--- src/rtl/ehl_gpio_arb.sv ---
// Round-robin arbiter sharing one GPIO set/clear/invert/write port among NREQ requesters, with optional lock and idle timeout.
// Latency 1 (transfer in T -> strobes in T+1); one-hot combinational req_ready, no back-pressure from the register port.
module ehl_gpio_arb #(
    parameter int WIDTH    = 32,
    parameter int NREQ     = 4,
    parameter int IDW      = 2,
    parameter int LOCK_TMO = 16,
    parameter int TMOW     = 8
) (
    input  logic                  clk,
    input  logic                  reset,
    input  logic [NREQ-1:0]       req_valid,
    output logic [NREQ-1:0]       req_ready,
    input  logic [2*NREQ-1:0]     req_op,
    input  logic [NREQ-1:0]       req_lock,
    input  logic [WIDTH*NREQ-1:0] req_data,
    output logic                  write_reg,
    output logic [WIDTH-1:0]      data_in,
    output logic [WIDTH-1:0]      set_reg,
    output logic [WIDTH-1:0]      clr_reg,
    output logic [WIDTH-1:0]      inv_reg,
    output logic [IDW-1:0]        grant_id,
    output logic                  cmd_vld,
    output logic                  locked,
    output logic                  lock_err
);

    typedef enum logic {ARB, LOCKED} state_t;

    localparam logic [1:0] OP_WRITE = 2'b00;
    localparam logic [1:0] OP_SET   = 2'b01;
    localparam logic [1:0] OP_CLEAR = 2'b10;
    localparam logic [1:0] OP_INV   = 2'b11;

    state_t          state;
    logic [IDW-1:0]  ptr;
    logic [IDW-1:0]  owner;
    logic [TMOW-1:0] tmo_cnt;

    logic            arb_hit;
    logic [IDW-1:0]  arb_idx;
    logic            xfer;
    logic [IDW-1:0]  sel_id;
    logic [1:0]      sel_op;
    logic [WIDTH-1:0] sel_data;
    logic            sel_lock;
    logic            tmo_hit;

    function automatic logic [IDW-1:0] next_id(input logic [IDW-1:0] id);
        return (int'(id) == NREQ - 1) ? '0 : id + IDW'(1);
    endfunction

    // Two passes give the rotating priority: ptr..NREQ-1 first, then 0..ptr-1.
    always_comb begin
        arb_hit = 1'b0;
        arb_idx = '0;
        for (int i = 0; i < NREQ; i++) begin
            if (!arb_hit && req_valid[i] && i >= int'(ptr)) begin
                arb_hit = 1'b1;
                arb_idx = IDW'(i);
            end
        end
        for (int i = 0; i < NREQ; i++) begin
            if (!arb_hit && req_valid[i]) begin
                arb_hit = 1'b1;
                arb_idx = IDW'(i);
            end
        end
    end

    always_comb begin
        req_ready = '0;
        if (!reset) begin
            for (int i = 0; i < NREQ; i++) begin
                if (state == ARB)
                    req_ready[i] = arb_hit && (arb_idx == IDW'(i));
                else
                    req_ready[i] = req_valid[i] && (owner == IDW'(i));
            end
        end
    end

    // req_ready is one-hot, so the mux just picks the accepted requester.
    always_comb begin
        sel_id   = '0;
        sel_op   = OP_WRITE;
        sel_data = '0;
        sel_lock = 1'b0;
        for (int i = 0; i < NREQ; i++) begin
            if (req_ready[i]) begin
                sel_id   = IDW'(i);
                sel_op   = req_op[2*i +: 2];
                sel_data = req_data[WIDTH*i +: WIDTH];
                sel_lock = req_lock[i];
            end
        end
    end

    assign xfer    = |(req_valid & req_ready);
    assign tmo_hit = (LOCK_TMO != 0) && (tmo_cnt == TMOW'(LOCK_TMO - 1));

    always_ff @(posedge clk) begin
        if (reset) begin
            state     <= ARB;
            ptr       <= '0;
            owner     <= '0;
            tmo_cnt   <= '0;
            write_reg <= 1'b0;
            data_in   <= '0;
            set_reg   <= '0;
            clr_reg   <= '0;
            inv_reg   <= '0;
            grant_id  <= '0;
            cmd_vld   <= 1'b0;
            locked    <= 1'b0;
            lock_err  <= 1'b0;
        end else begin
            cmd_vld   <= xfer;
            grant_id  <= xfer ? sel_id : '0;
            write_reg <= xfer && (sel_op == OP_WRITE);
            data_in   <= (xfer && sel_op == OP_WRITE) ? sel_data : '0;
            set_reg   <= (xfer && sel_op == OP_SET)   ? sel_data : '0;
            clr_reg   <= (xfer && sel_op == OP_CLEAR) ? sel_data : '0;
            inv_reg   <= (xfer && sel_op == OP_INV)   ? sel_data : '0;
            lock_err  <= 1'b0;

            case (state)
                ARB: begin
                    if (xfer) begin
                        ptr <= next_id(sel_id);
                        if (sel_lock) begin
                            state   <= LOCKED;
                            owner   <= sel_id;
                            tmo_cnt <= '0;
                            locked  <= 1'b1;
                        end
                    end
                end
                LOCKED: begin
                    if (xfer) begin
                        tmo_cnt <= '0;
                        if (!sel_lock) begin
                            state  <= ARB;
                            ptr    <= next_id(owner);
                            locked <= 1'b0;
                        end
                    end else if (tmo_hit) begin
                        state    <= ARB;
                        ptr      <= next_id(owner);
                        tmo_cnt  <= '0;
                        locked   <= 1'b0;
                        lock_err <= 1'b1;
                    end else begin
                        tmo_cnt <= tmo_cnt + TMOW'(1);
                    end
                end
                default: state <= ARB;
            endcase
        end
    end

endmodule

--- config.mk ---
export PLATFORM = sky130hd
export DESIGN_NAME = ehl_gpio_arb
export DESIGN_NICKNAME = d
export VERILOG_FILES = /design/src/rtl/ehl_gpio_arb.sv
export SDC_FILE = /design/constraint.sdc
export NUM_CORES = 1
export LEC_CHECK = 0
export CAP_MARGIN = 20
export CORE_MARGIN = 4
export CORE_UTILIZATION = 40
export DETAILED_ROUTE_END_ITERATION = 8
export GPL_TIMING_DRIVEN = 0
export PLACE_DENSITY = 0.8
export RECOVER_POWER = 100
export SYNTH_ARGS = -nofsm -noshare
export SYNTH_HDL_FRONTEND = slang
export SYNTH_SLANG_ARGS = --single-unit
--- constraint.sdc ---
create_clock -name clk -period 3.1 [get_ports clk]
set_input_delay 0.465 -clock clk [delete_from_list [all_inputs] [get_ports clk]]
set_output_delay 0.465 -clock clk [all_outputs]
set_load 0.05 [all_outputs]
==> Word level (Yosys, flattened, before mapping) <==
Cells that the tools add are included.
{ "classes": {"n_bitwise": 7, "n_reduce_logical": 43, "addsub": 3, "eq_ne": 16, "order_cmp": 3, "n_mux": 59} }
{ "op_table": {"columns": ["op", "count"], "rows": [
  ["32-bit 2-to-1 mux", 4],
  ["2-bit 2-to-1 mux", 18],
  ["8-bit 2-to-1 mux", 4],
  ["1-bit 2-to-1 mux", 28],
  ["1-bit logical AND", 22],
  ["8-bit one-hot mux with 2 select lines", 1],
  ["2-bit == test (second input constant)", 6],
  ["2-bit by 1-bit == test with 1-bit output (second input constant)", 5],
  ["2-bit OR reduction", 5],
  ["8-bit by 1-bit adder with 8-bit output (second input constant)", 1],
  ["8-bit by 4-bit == test with 1-bit output (second input constant)", 1],
  ["1-bit logical NOT", 7],
  ["2-bit logical NOT", 3],
  ["1-bit NOT", 6],
  ["3-bit AND reduction", 2],
  ["6-bit OR reduction", 1],
  ["2-bit by 1-bit adder with 2-bit output (second input constant)", 2],
  ["4-bit bitwise AND", 1],
  ["1-bit by 2-bit greater-or-equal comparator with 1-bit output (first input constant)", 2],
  ["4-bit 2-to-1 mux", 1],
  ["2-bit != test (second input constant)", 2],
  ["1-bit one-hot mux with 2 select lines", 2],
  ["2-bit one-hot mux with 2 select lines", 1],
  ["4-bit AND reduction", 1],
  ["5 further kinds", 5]
]} }
{ "word_totals": {"inputBits": 146, "elab_cells": 144, "reg_bits": 147} }

==> Longest topological paths before layout <==
{ "depth": {"word_depth": 38, "ltp_mapped": 12, "ltp_nobuf": 10} }

==> Worst setup path after synthesis <==
OpenSTA, ideal clock, no wires.
{ "synth_timing": {"kind": "input to register", "from": "in req_valid[0]", "to": "reg data_in[16]", "path_stages": 9, "path_slack_ns": 0.590, "setup_ns": 0.092, "arrival_ns": 2.419, "path_cell_list": "nor2_1 > o21ai_0 > a31oi_4 > nand2_1 > o22ai_1 > a31oi_1 > buf_2 > buf_2 > nor4_1"} }
{ "synth_lines": {"columns": ["item", "line_no", "text"], "rows": [
  ["start: declaration", "12", "input logic [NREQ-1:0] req_valid,"],
  ["1-bit logical AND", "58", "if (!arb_hit && req_valid[i] && i >= int'(ptr)) begin"],
  ["1-bit 2-to-1 mux", "58", null],
  ["1-bit logical NOT", "58", null],
  ["1-bit logical AND (2 in a row)", "58", null],
  ["1-bit 2-to-1 mux", "58", null],
  ["1-bit logical NOT", "58", null],
  ["1-bit logical AND (2 in a row)", "58", null],
  ["1-bit 2-to-1 mux", "58", null],
  ["[... 17 more ...]", null, null],
  ["1-bit 2-to-1 mux (*)", "75", "if (state == ARB)"],
  ["4-bit 2-to-1 mux (*)", "73", "if (!reset) begin"],
  ["net req_ready[2]", "13", "output logic [NREQ-1:0] req_ready,"],
  ["2-bit 2-to-1 mux (2 in a row)", "90", "if (req_ready[i]) begin"],
  ["2-bit logical NOT", "121", "data_in <= (xfer && sel_op == OP_WRITE) ? sel_data : '0;"],
  ["1-bit logical AND", "121", null],
  ["1-bit NOT (no line)", null, null],
  ["2-bit OR reduction (no line)", null, null],
  ["end signal: assignment", "121", null],
  ["end: declaration", "18", "output logic [WIDTH-1:0] data_in,"]
]} }
Mark *: on every way through the listed nets, which the timed path passes. The rest lies on a longest branch.
A chain may end at the register's enable or synchronous reset.

==> Worst setup path in the final report <==
{ "layout_timing": {"from": "in req_valid[1]", "to": "reg data_in[15]"} }
{ "layout_via": {"elab_chain_len": 34} }
{ "layout_lines": {"columns": ["item", "line_no", "text"], "rows": [
  ["1-bit logical AND (2 in a row)", "58", null],
  ["1-bit 2-to-1 mux", "58", null],
  ["1-bit logical NOT", "58", null],
  ["1-bit logical AND (2 in a row)", "58", null],
  ["1-bit 2-to-1 mux", "58", null],
  ["1-bit logical NOT", "58", null],
  ["1-bit logical AND", "58", null],
  ["1-bit 2-to-1 mux", "58", null],
  ["[... 13 more ...]", null, null],
  ["1-bit logical AND", "76", "req_ready[i] = arb_hit && (arb_idx == IDW'(i));"],
  ["1-bit 2-to-1 mux", "75", null],
  ["4-bit 2-to-1 mux", "73", null],
  ["2-bit 2-to-1 mux (4 in a row)", "90", null],
  ["2-bit logical NOT", "121", null],
  ["1-bit logical AND", "121", null],
  ["1-bit NOT (no line)", null, null],
  ["2-bit OR reduction (no line)", null, null]
]} }
Parallel ways exist; a longest one is shown, timed or not.

==> results.tsv <==
metric	value	unit
status	completed	
synthCells	571	
yosys.area.top_type	dfxtp_1	
post-place-cells	1030	
maxCapViolations	0	
fmax	337	MHz
final_cell_mix	dfxtp_1 (147), clkdlybuf4s50_1 (145), dlygate4sd3_1 (134)	
yosys-top-cells-area	dfxtp_1 (53%), nor3_1 (9.0%), a32oi_1 (5.0%)	
setup_violations	0	
post-route-util	0.689	
cts_hold_buf	0	
dpl.hpwl	17600	um
postLayoutCellArea	9270	sq um
io_pins	284	
wl_met1	9050	um
crit_fanout	10	
synthMuxAreaShare	0.00179	
syn_area_per_cell	9.79	sq um
floorplan.rows	42	
stdcell_count	1068	
hold_viol	0	
grt_setup_unrepaired	false	
vias_per_cell	5.66	
cts_tree	built	
track_usage	0.281	
yosysWarnings	0	
place_area	8640	sq um
ant_nets	0	
period_share	0.957	
n_antenna_cell	0	
die_y	126	um
syn_area	5590	sq um
path_clk_slew	0.06	ns
final_nets	1031	
area_growth_syn_to_layout	66.0	%
worst_pin_slew	0.733	ns
antenna_found_initial	0	
ir_drop	0.617	mV
wl	23300	um
gp_congestion	0.984	
cts_buffer_depth	2	
yosysSeqAreaShare	0.527	
root_buffer	clkbuf_16	
cp-end-kind	flip-flop	
cts_max_level	4	
drc_errors	0	
synth_compound_gate_area_share	0.210	
power.share.switching	0.492	
synth_top_family_by_area	compound AO/OA/AOI/OAI gates	
io_buffers	283	
cp.required	3.37	ns
grt_pass1_vias	6290	
top_layer_used	met4	
grt_max_degree	17	
critPathArrivalTime	3.23	ns
dp_slack	-0.587	ns
core-area	13500	sq um
hold_path.class	reg2reg	
vias	6049	
cts_sinks	147	
drive_gt1_frac	0.103	
async_reset_ff_frac	0	
start_util	0.415	
wl_per_cell	21.8	um
pwr-share-clk	0.193	
synth-simple-area-share	0.183	
grt_pass1_wl	34800	um
synth_top_area_frac	0.527	
intPower	5.12	mW
die-area	15900	sq um
yosysUniqueCellTypes	60	
synth-edff-count	0	
relSlewSlack	0.511	
dr_wl_met2	11100	um
fill_cells	1055	
power	10.1	mW
cts_inserted_buffers	17	
clock_latency	0.42	ns
synth_ff_type	dfxtp_1	
finalClockSkew	0.0112	ns
drt-pass1-iter-count	5	
rr_startpoint	state	
dieWidth	126	um
met3_length	2230	um
power.density	1090	nW/um^2
slew_viol_final	0	
synth_seq_cells	147	
p_switching	4.96	mW
layout_setup_ws	0.134	ns
p_leak	3.85	nW
min_period	2.97	ns
startpoint	req_valid[1]	
p_seq_frac	0.246	
drtIter0Drc	522	
start_kind	input port	
syn_nets	722	
grt_overflow	0	
worst-setup-path-type	in2reg	
final_common_cell	dfxtp_1	
synthAdderAreaFrac	0.0112	
yosys.area_share.xor_xnor	0.00313	
combPwrFrac	0.561	
hp-start	tmo_cnt[0]	
## worst max-delay path: stages
cell             delay (ns)
clkdlybuf4s50_1        0.63
nor2_1                 0.10
o21ai_0                0.29
a31oi_4                0.22
buf_4                  0.20
a211oi_4               0.36
buf_2                  0.33
buf_1                  0.49
nor4_2                 0.15
## synth_stat cells (2+ instances only)
master    instances
dfxtp_1         147
nor3_1          100
a21o_1           36
o22ai_1          35
a32oi_1          32
nor4_1           32
clkbuf_1         27
buf_2            25
inv_1            15
nand3_1          12
nor2_1           11
nand2_1          10
a21oi_1           7
and3_1            7
o211ai_1          6
ha_1              5
buf_6             4
a211oi_1          3
nand2b_1          3
o21ai_0           3
or3_1             3
a221oi_1          2
a31oi_1           2
and4_1            2
buf_4             2
inv_2             2
nand4b_1          2
o21ai_1           2
o31a_1            2
xnor2_1           2
## power groups by stage
| stage | registers, mW | clock network (mW) | logic (mW) |
|---|---|---|---|
| CTS | 2.50 | 1.96 | 5.71 |
| global route | 2.52 | 2.05 | 5.96 |
| finish | 2.47 | 1.95 | 5.65 |
| floorplan | 4.00 | 0 | 2.20 |
| detailed placement | 2.53 | 0 | 5.69 |
| global placement | 2.52 | 0 | 5.62 |
## layer usage
layer / track usage / up-vias
met4: 0.139 / 0
met1: 0.323 / 2874
met5: 0 / -
met3: 0.0970 / 61
li1: - / 2789
met2: 0.467 / 325
## what timing repair did
action | CTS | global route
resized for setup | 9 | 13
buffers inserted | 0 | 7
gates cloned | 0 | 0
pin swaps | 0 | 2
endpoints found under the setup margin | 14 | 117
## final timing paths
kind / endpoint / slack, ns / cells past startpoint
max: data_in[15] / 0.13 / 9
max reg2reg: data_in[15] / 0.19 / 8
min reg2reg: tmo_cnt[0] / 0.51 / 1
min: tmo_cnt[0] / 0.51 / 1
## through the flow
stage	TNS (ns)	hold WS [ns]
3_5_place_dp	-44.49	0.502
5_1_grt	0	0.527
2_1_floorplan	0	0.484
4_1_cts	0	0.513
6_report	0	0.512
3_3_place_gp	-48.66	0.487
## area by class of cell
type                    instances  area [sq um]  share of cell area
multi-input cells             347          2310               0.249
flip-flops and latches        147          2940               0.317
clock buffers                  18           439              0.0474
well taps                     176           220              0.0237
repair buffers                290          2880               0.310
plain buffers                  59           293              0.0316
inverters                      18          67.6             0.00729
clock inverters                13           126              0.0136
## cells by family after synthesis
family,Yosys count
AND/OR/NAND/NOR,189
XOR/XNOR,2
buffers and inverters,77
multiplexers,1
AO/OA/AOI/OAI,150
flip-flops,147
adder cells (fa/ha/maj),5
Power figures use the tool's default switching activity.
